--- src/rtl/ivl_uvm_arb_pkg.sv ---
// Shared types and width helper for the round-robin arbiter and its bench.
//   arb_state_e : arbiter FSM state encoding (IDLE, GNT, GAP)
//   clog2_min1  : $clog2 clamped to a minimum of 1 so that a 1-entry index still
//                 has a real bit to carry.
package ivl_uvm_arb_pkg;

    typedef enum logic [1:0] {
        IDLE = 2'd0,
        GNT  = 2'd1,
        GAP  = 2'd2
    } arb_state_e;

    function automatic int clog2_min1(input int n);
        return (n <= 2) ? 1 : $clog2(n);
    endfunction

endpackage

--- src/rtl/ivl_uvm_rr_pick.sv ---
// Combinational rotating-priority picker.
//   req   in  N  request vector
//   ptr   in  W  index of the highest-priority requester
//   found out 1  at least one request is set
//   idx   out W  first set request at or after ptr, wrapping N-1 -> 0
// The request vector is duplicated so that the wrap-around becomes a plain
// search of the upper copy: bits below ptr in the lower copy are masked off,
// and the lowest surviving bit (taken modulo N) is the winner.
module ivl_uvm_rr_pick
    import ivl_uvm_arb_pkg::*;
#(
    parameter int N = 8,
    parameter int W = clog2_min1(N)
) (
    input  logic [N-1:0] req,
    input  logic [W-1:0] ptr,
    output logic         found,
    output logic [W-1:0] idx
);

    localparam int DW = 2 * N;

    logic [DW-1:0] dbl;
    logic [DW-1:0] low_mask;
    logic [DW-1:0] masked;

    always_comb begin
        dbl      = {req, req};
        low_mask = (DW'(1) << ptr) - DW'(1);
        masked   = dbl & ~low_mask;
        found    = 1'b0;
        idx      = '0;
        // Scan downward so the last hit written is the lowest set bit.
        for (int i = DW - 1; i >= 0; i--) begin
            if (masked[i]) begin
                found = 1'b1;
                idx   = W'(i % N);
            end
        end
    end

endmodule

--- src/rtl/ivl_uvm_rr_arb.sv ---
// Round-robin arbiter sharing one resource between N requesters.
//   clock      in  1  rising-edge clock
//   reset      in  1  asynchronous active-high reset
//   enable     in  1  permits new grants; an ongoing tenure is unaffected
//   req        in  N  level requests, held until served
//   lock       in  1  lets the current owner exceed MAX_HOLD while its req stays high
//   gnt        out N  registered one-hot grant, or zero
//   gnt_valid  out 1  |gnt
//   gnt_id     out W  index of the owner; keeps the last owner while gnt is zero
// Tenure ends when the owner drops req or after MAX_HOLD cycles (unless locked).
// The released owner moves to lowest priority; GAP_CYCLES idle cycles then
// separate owners, or with GAP_CYCLES==0 the next owner is picked immediately.
module ivl_uvm_rr_arb
    import ivl_uvm_arb_pkg::*;
#(
    parameter int N          = 8,
    parameter int MAX_HOLD   = 4,
    parameter int GAP_CYCLES = 1,
    parameter int W          = clog2_min1(N)
) (
    input  logic         clock,
    input  logic         reset,
    input  logic         enable,
    input  logic [N-1:0] req,
    input  logic         lock,
    output logic [N-1:0] gnt,
    output logic         gnt_valid,
    output logic [W-1:0] gnt_id
);

    localparam int HOLD_W = clog2_min1(MAX_HOLD + 1);
    localparam int GAP_W  = clog2_min1(GAP_CYCLES + 1);
    localparam logic [HOLD_W-1:0] HOLD_SAT  = HOLD_W'(MAX_HOLD);
    localparam logic [HOLD_W-1:0] HOLD_LAST = HOLD_W'((MAX_HOLD > 0) ? MAX_HOLD - 1 : 0);
    localparam logic [GAP_W-1:0]  GAP_LAST  = GAP_W'((GAP_CYCLES > 0) ? GAP_CYCLES - 1 : 0);

    arb_state_e        state, state_n;
    logic [W-1:0]      ptr, ptr_n;
    logic [HOLD_W-1:0] hold_cnt, hold_n;
    logic [GAP_W-1:0]  gap_cnt, gap_n;
    logic [N-1:0]      gnt_n;
    logic [W-1:0]      gnt_id_n;

    logic [W-1:0] ptr_rel;
    logic [W-1:0] pick_ptr;
    logic         pick_found;
    logic [W-1:0] pick_idx;
    logic [N-1:0] pick_onehot;
    logic         release_now;
    logic         try_grant;

    // Pointer after a release: the owner just served drops to lowest priority.
    assign ptr_rel = (gnt_id == W'(N - 1)) ? '0 : gnt_id + 1'b1;

    assign release_now = !req[gnt_id] ||
                         ((MAX_HOLD != 0) && (hold_cnt == HOLD_LAST) && !lock);

    // A back-to-back handover must already see the rotated pointer.
    assign pick_ptr = (state == GNT) ? ptr_rel : ptr;

    ivl_uvm_rr_pick #(.N(N), .W(W)) u_pick (
        .req   (req),
        .ptr   (pick_ptr),
        .found (pick_found),
        .idx   (pick_idx)
    );

    always_comb begin
        pick_onehot           = '0;
        pick_onehot[pick_idx] = 1'b1;
    end

    always_comb begin
        state_n   = state;
        ptr_n     = ptr;
        hold_n    = hold_cnt;
        gap_n     = gap_cnt;
        gnt_n     = gnt;
        gnt_id_n  = gnt_id;
        try_grant = 1'b0;

        case (state)
            IDLE: try_grant = 1'b1;
            GAP: begin
                // The final gap cycle doubles as the arbitration cycle.
                if (gap_cnt == GAP_LAST) try_grant = 1'b1;
                else                     gap_n = gap_cnt + 1'b1;
            end
            GNT: begin
                if (hold_cnt != HOLD_SAT) hold_n = hold_cnt + 1'b1;
                if (release_now) begin
                    ptr_n = ptr_rel;
                    if (GAP_CYCLES > 0) begin
                        state_n = GAP;
                        gap_n   = '0;
                        gnt_n   = '0;
                    end else begin
                        try_grant = 1'b1;
                    end
                end
            end
            default: state_n = IDLE;
        endcase

        if (try_grant) begin
            if (enable && pick_found) begin
                state_n  = GNT;
                gnt_n    = pick_onehot;
                gnt_id_n = pick_idx;
                hold_n   = '0;
            end else begin
                state_n = IDLE;
                gnt_n   = '0;
            end
        end
    end

    always_ff @(posedge clock or posedge reset) begin
        if (reset) begin
            state     <= IDLE;
            ptr       <= '0;
            hold_cnt  <= '0;
            gap_cnt   <= '0;
            gnt       <= '0;
            gnt_valid <= 1'b0;
            gnt_id    <= '0;
        end else begin
            state     <= state_n;
            ptr       <= ptr_n;
            hold_cnt  <= hold_n;
            gap_cnt   <= gap_n;
            gnt       <= gnt_n;
            gnt_valid <= |gnt_n;
            gnt_id    <= gnt_id_n;
        end
    end

endmodule
--- config.mk ---
export PLATFORM = sky130hd
export DESIGN_NAME = ivl_uvm_rr_arb
export DESIGN_NICKNAME = d
export VERILOG_FILES = /design/src/rtl/ivl_uvm_arb_pkg.sv /design/src/rtl/ivl_uvm_rr_pick.sv /design/src/rtl/ivl_uvm_rr_arb.sv
export SDC_FILE = /design/constraint.sdc
export NUM_CORES = 1
export LEC_CHECK = 0
export BUFFER_PORTS_ARGS = -buffer_cell sky130_fd_sc_hd__buf_2
export CAP_MARGIN = 10
export CORE_MARGIN = 2
export CORE_UTILIZATION = 30
export CTS_CLUSTER_SIZE = 10
export DETAILED_ROUTE_END_ITERATION = 10
export PLACE_DENSITY = 0.48
export RECOVER_POWER = 25
export SETUP_SLACK_MARGIN = 0.2
export SLEW_MARGIN = 20
export SYNTH_ARGS = -nofsm -noshare
export SYNTH_HDL_FRONTEND = slang
export SYNTH_SLANG_ARGS = --single-unit
--- constraint.sdc ---
create_clock -name clock -period 5.45 [get_ports clock]
set_clock_uncertainty 0.15 [all_clocks]
set_input_delay 0.545 -clock clock [delete_from_list [all_inputs] [get_ports clock]]
set_output_delay 0.545 -clock clock [all_outputs]
set_load 0.02 [all_outputs]
==> flow_metrics.tcl, run 1 <==
set metrics [dict create \
    firstDrtPassIters 4 \
    route.detailed.drc 0 \
    die_w_microns 72.8 \
    io_buffers 23 \
    crit_type "flip-flop to flip-flop" \
    netlist_top_cells_count "dfrtp_1, nor2_1, nand2_1" \
    yosysMostFrequentCell "dfrtp_1" \
    rows 25 \
    ant_nets 0 \
    viasPerCell 5.70 \
    cp_max_fo 8 \
    dp_hpwl_microns 3010 \
    clk-insertion-delay-late_ns 0.26 \
    run_status "completed" \
    antenna_found_initial 0 \
    yosys.area.top_type "dfrtp_1" \
    p_leak_nw 0.781 \
    die_h_microns 72.8 \
    clkTransAtPathRegs_ns 0.07 \
    gp_congestion 0.884 \
    final.period_utilization_pct 77.0 \
    grt_setup_unrepaired "false" \
    cpMostUsedCell "ha_1" \
    synth-seq-cells 20 \
    area_growth_pct 15.4 \
    drv_cap 0 \
    nNetsFinal 195 \
    cts_root_buffer "clkbuf_8" \
    ir_drop_uv 182 \
    wl_per_cell_microns 16.6 \
    mappedNetlistArea_sq_mm 0.00142 \
    fin_hold_ws_ns 0.277 \
    grt_pass1_wl_microns 6360 \
    die_area_sq_mm 0.00530 \
    core_sq_mm 0.00463 \
    cts_max_path_buffers 2 \
    tightest_slew_ns 0.800 \
    slew_violations 0 \
    critPathArrivalTime_ns 4.24 \
    ctsHoldBuffers 0 \
    syn_nets 171 \
    setup_viol 0 \
    path_cells "ha_1 -> ha_1 -> nor4bb_1 -> a21o_2 -> nor2_1 -> nand2_1 -> ha_1 -> or3b_1 -> and3_4 -> or4_1 -> and4_4 -> a31o_1 -> o21ai_2 -> a32o_1" \
    cellPowerDensity_mw_per_mm2 675 \
    grt.overflow.total 0 \
    end_kind "flip-flop" \
    grt_start_max_net_pins 21 \
    start_kind "flip-flop" \
    cts_resized 0 \
    hold_viol 0 \
    async_flop_share_pct 100 \
    numClockSinks 20 \
    antenna_cells 0 \
    drt-initial-drc-count 85 \
    gr-usage-all-layers_pct 15.4 \
    syn_area_per_cell_sq_um 9.28 \
    grt_pass1_vias 1342 \
    cpMaxStageDelayCell "nor4bb_1" \
    cp_slowest_stage_delay_ns 0.48 \
    io_pins 24 \
    syn-instance-count 153 \
    synth.distinct_cells 48 \
    tritoncts "done" \
    num_vias 1310 \
    cts_made_buffers 3 \
    ys.flop_type "dfrtp_1" \
    cts_max_level 1 \
    initial_utilization_pct 30.7 \
    finalWirelength_microns 3820 \
    hold_path_class "input port to asynchronous set/reset pin" \
    setup-tns-final_ns 0 \
    yosysWarnings 0 \
    post_cts_buffers 0 \
    period_needed_ns 4.19 \
    final_layout_size_suffix_gt1_share_pct 23.9 \
    synth_top_cell_area_share_pct 35.2 \
    slew_headroom_pct 46.6 \
    synth_edf_count 0 \
    required_ns 5.49 \
    fmax_ghz 0.238 \
    synthTopCellsByArea "dfrtp_1, ha_1, nor2_1" \
    ys_seq_area_share_pct 35.2 \
]
## cell families after synthesis
family | synth area share [%]
and+or+nand+nor | 23.9
AOI/OAI and AO/OA | 21.4
DFF | 35.2
buffers and inverters | 3.70
muxes | 9.25
adders and majority gates | 5.29
xor gates and xnor gates | 1.23
## layer usage
layer	routed length (microns)	part of all wire [%]	GRT usage, %
met3	124	3.2	2.76
met5	0	0	0
met4	65	1.7	5.35
met2	1910	50	25.7
met1	1730	45	20.1
## placed cells by master (no fill, tap or decap), drive strengths merged, types with 3 or more instances in the layout
cell     netlist  layout
and3           4       4
nand2         15      15
nor2          16      16
a2bb2oi        4       4
ha             6       6
nor4           6       6
buf            0      23
a32o           4       4
dfrtp         20      20
nor3           7       7
clkbuf         4       4
mux2           5       5
nor2b          3       3
nand3          3       3
mux2i          3       3
a22o           5       5
inv            9       9
a21oi          5       5
o21ai          5       5
## per-stage QoR
stage	cell area, sq um	worst slack, ns	util, %	std cells	power [mW]
global placement	1580	1.44	34.2	226	0.985
global route	1640	1.07	35.4	230	1.21
CTS	1640	1.26	35.4	230	1.11
detailed placement	1580	1.29	34.2	226	0.994
floorplan	1420	1.51	-	153	0.817
finish	1640	1.26	35.4	230	1.11
## cell type report
cell class              instances  area (sq um)
fillers                       480          2990
multi-input cells             120           867
inverters                       9          33.8
clock buffers                   4          55.1
well taps                      54          67.6
flip-flops and latches         20           500
repair buffers                 23           115
## registers in the layout, indices dropped and copies added (netlist names)
register   flops
hold_cnt       3
gnt_valid      1
gnt            8
ptr            3
gnt_id         3
state          2
## final timing paths
| check | end | slack [ns] | cells after the start | startpoint |
|---|---|---|---|---|
| worst min-delay path | hold_cnt[1] | 0.28 | 2 | reset |
| worst max register to register | gnt[1] | 1.26 | 14 | gnt_id[0] |
| max in group asynchronous | gnt[5] | 4.38 | 2 | reset |
| worst max-delay path | gnt[1] | 1.26 | 14 | gnt_id[0] |
| worst min register to register | gnt[3] | 0.37 | 1 | gnt[3] |
| min in group clock | gnt[3] | 0.37 | 1 | gnt[3] |
## worst max-delay path, delay by kind of cell (launching register included)
| kind | cells | cell delay [ns] |
|---|---|---|
| compound gates | 4 | 0.98 |
| fa+ha+maj | 3 | 0.63 |
| flops | 1 | 0.47 |
| simple gates | 7 | 1.90 |
## report_power, final
part	switching [mW]	internal (mW)	total, mW
clock	0.0489	0.0643	0.113
sequential	0.0696	0.209	0.279
combinational	0.423	0.292	0.715
total	0.541	0.566	1.11
No activity file was read; power rests on OpenSTA's default activity.
==> run 2: changes to the inputs <==
==> constraint.sdc (replaced) <==
create_clock -name clock -period 4.3 [get_ports clock]
set_clock_uncertainty 0.15 [all_clocks]
set_input_delay 0.43 -clock clock [delete_from_list [all_inputs] [get_ports clock]]
set_output_delay 0.43 -clock clock [all_outputs]
set_load 0.02 [all_outputs]
==> flow_metrics.tcl, run 2 (same netlist as run 1, synthesis figures left out) <==
set metrics [dict create \
    run_status "completed" \
    clkTransAtPathRegs_ns 0.08 \
    hold_path_class "input port to asynchronous set/reset pin" \
    tritoncts "done" \
    numClockSinks 20 \
    slew_violations 0 \
    route.detailed.drc 0 \
    period_needed_ns 3.91 \
    fin_hold_ws_ns 0.158 \
    setup_viol 0 \
    antenna_found_initial 0 \
    die_h_microns 72.8 \
    p_total_mw 1.45 \
    antenna_cells 0 \
    start_kind "flip-flop" \
    post_cts_buffers 0 \
    area_growth_pct 18.6 \
    clk-insertion-delay-late_ns 0.26 \
    die_w_microns 72.8 \
    die_area_sq_mm 0.00530 \
    num_vias 1279 \
    wl_per_cell_microns 16.6 \
    nNetsFinal 199 \
    grt_pass1_vias 1277 \
    grt.overflow.total 0 \
    crit_type "flip-flop to flip-flop" \
    final.period_utilization_pct 90.8 \
    cts_max_path_buffers 2 \
    end_kind "flip-flop" \
    cp_max_fo 5 \
    tightest_slew_ns 0.793 \
    stdcell_count 234 \
    required_ns 4.30 \
    regMostFlops "gnt" \
    fmax_ghz 0.256 \
    slew_headroom_pct 47.1 \
    grt_pass1_wl_microns 6450 \
    cts_max_level 1 \
    reg2reg_setup_slack_ns 0.39 \
    cellPowerDensity_mw_per_mm2 862 \
    final_common_cell "buf_2" \
    finalWirelength_microns 3900 \
    critPathArrivalTime_ns 3.90 \
    p_leak_nw 0.804 \
    dpl.cell_count 230 \
    worstSetupStartpoint "gnt_id[0]" \
    firstDrtPassIters 4 \
    ir_drop_uv 271 \
    ctsHoldBuffers 0 \
    gp_congestion 0.987 \
    io_buffers 23 \
    cts_resized 0 \
    post-place-ws_ns 0.311 \
    setup-tns-final_ns 0 \
    final_layout_size_suffix_gt1_share_pct 26.1 \
    r2r_start "gnt_id[0]" \
    largest_reg_flops 8 \
    layout_common_cells "buf_2, dfrtp_1, nor2_1" \
    dp_hpwl_microns 3090 \
    grt_setup_unrepaired "false" \
    hold_viol 0 \
    fill_cells 473 \
    io_pins 24 \
    core_sq_mm 0.00463 \
    cts_root_buffer "clkbuf_8" \
    ant_nets 0 \
    rows 25 \
    cts_made_buffers 3 \
    initial_utilization_pct 30.7 \
    gr-usage-all-layers_pct 15.8 \
    drv_cap 0 \
    finalWorstSetupSlack_ns 0.394 \
    viasPerCell 5.47 \
    drt-initial-drc-count 88 \
    grt_start_max_net_pins 21 \
]
==> run 2: cell count changes in the layout (fill, tap and decap cells not counted), sizes merged <==
cell | before | now
buf | 23 | 27
==> run 2: worst paths after layout <==
kind	endpoint	cells after the start
hold / removal	gnt_valid	2
min in group clock	gnt[3]	1
setup / recovery	gnt[6]	14
max in group asynchronous	gnt[4]	2
setup reg to reg	gnt[6]	14
hold reg to reg	gnt[3]	1
==> run 2: layout make-up <==
type | instances | area (sq um) | share of cell area (%)
well taps | 54 | 67.6 | 4.01
clock buffers | 4 | 55.1 | 3.27
multi-input cells | 120 | 882 | 52.4
inverters | 9 | 33.8 | 2.01
flip-flops and latches | 20 | 500 | 29.7
repair buffers | 27 | 145 | 8.62
==> run 2: worst max-delay path, cell delays in order, from the launching register on <==
cell,delay (ns)
dfrtp_1,0.38
ha_1,0.20
ha_1,0.23
nor4bb_4,0.34
a21o_2,0.18
nor2_1,0.08
nand2_1,0.09
ha_1,0.19
or3b_1,0.37
and3_4,0.21
or4_1,0.46
and4_4,0.20
a31o_1,0.20
or3_1,0.31
a22o_1,0.21
==> run 2: per-stage QoR <==
| stage | utilization (%) | cell area (sq um) |
|---|---|---|
| after floorplan | - | 1420 |
| after global placement | 34.9 | 1610 |
| after detailed placement | 34.9 | 1610 |
| after CTS | 36.1 | 1670 |
| after global routing | 36.4 | 1680 |
| final | 36.4 | 1680 |
==> run 2: power breakdown <==
group          internal, mW  switching, mW  leakage [nW]  total [mW]
registers             0.265         0.0727         0.261       0.338
clock network        0.0815         0.0632        0.0288       0.145
logic                 0.405          0.563         0.514       0.968
total                 0.752          0.699         0.804        1.45
==> run 2: layer usage <==
layer | routed length, microns | vias to the layer above | global-route usage, %
met5 | 0 | - | 0
met4 | 43 | 0 | 3.91
met3 | 200 | 4 | 3.45
met2 | 1840 | 34 | 24.4
met1 | 1810 | 609 | 22.3
li1 | - | 632 | -
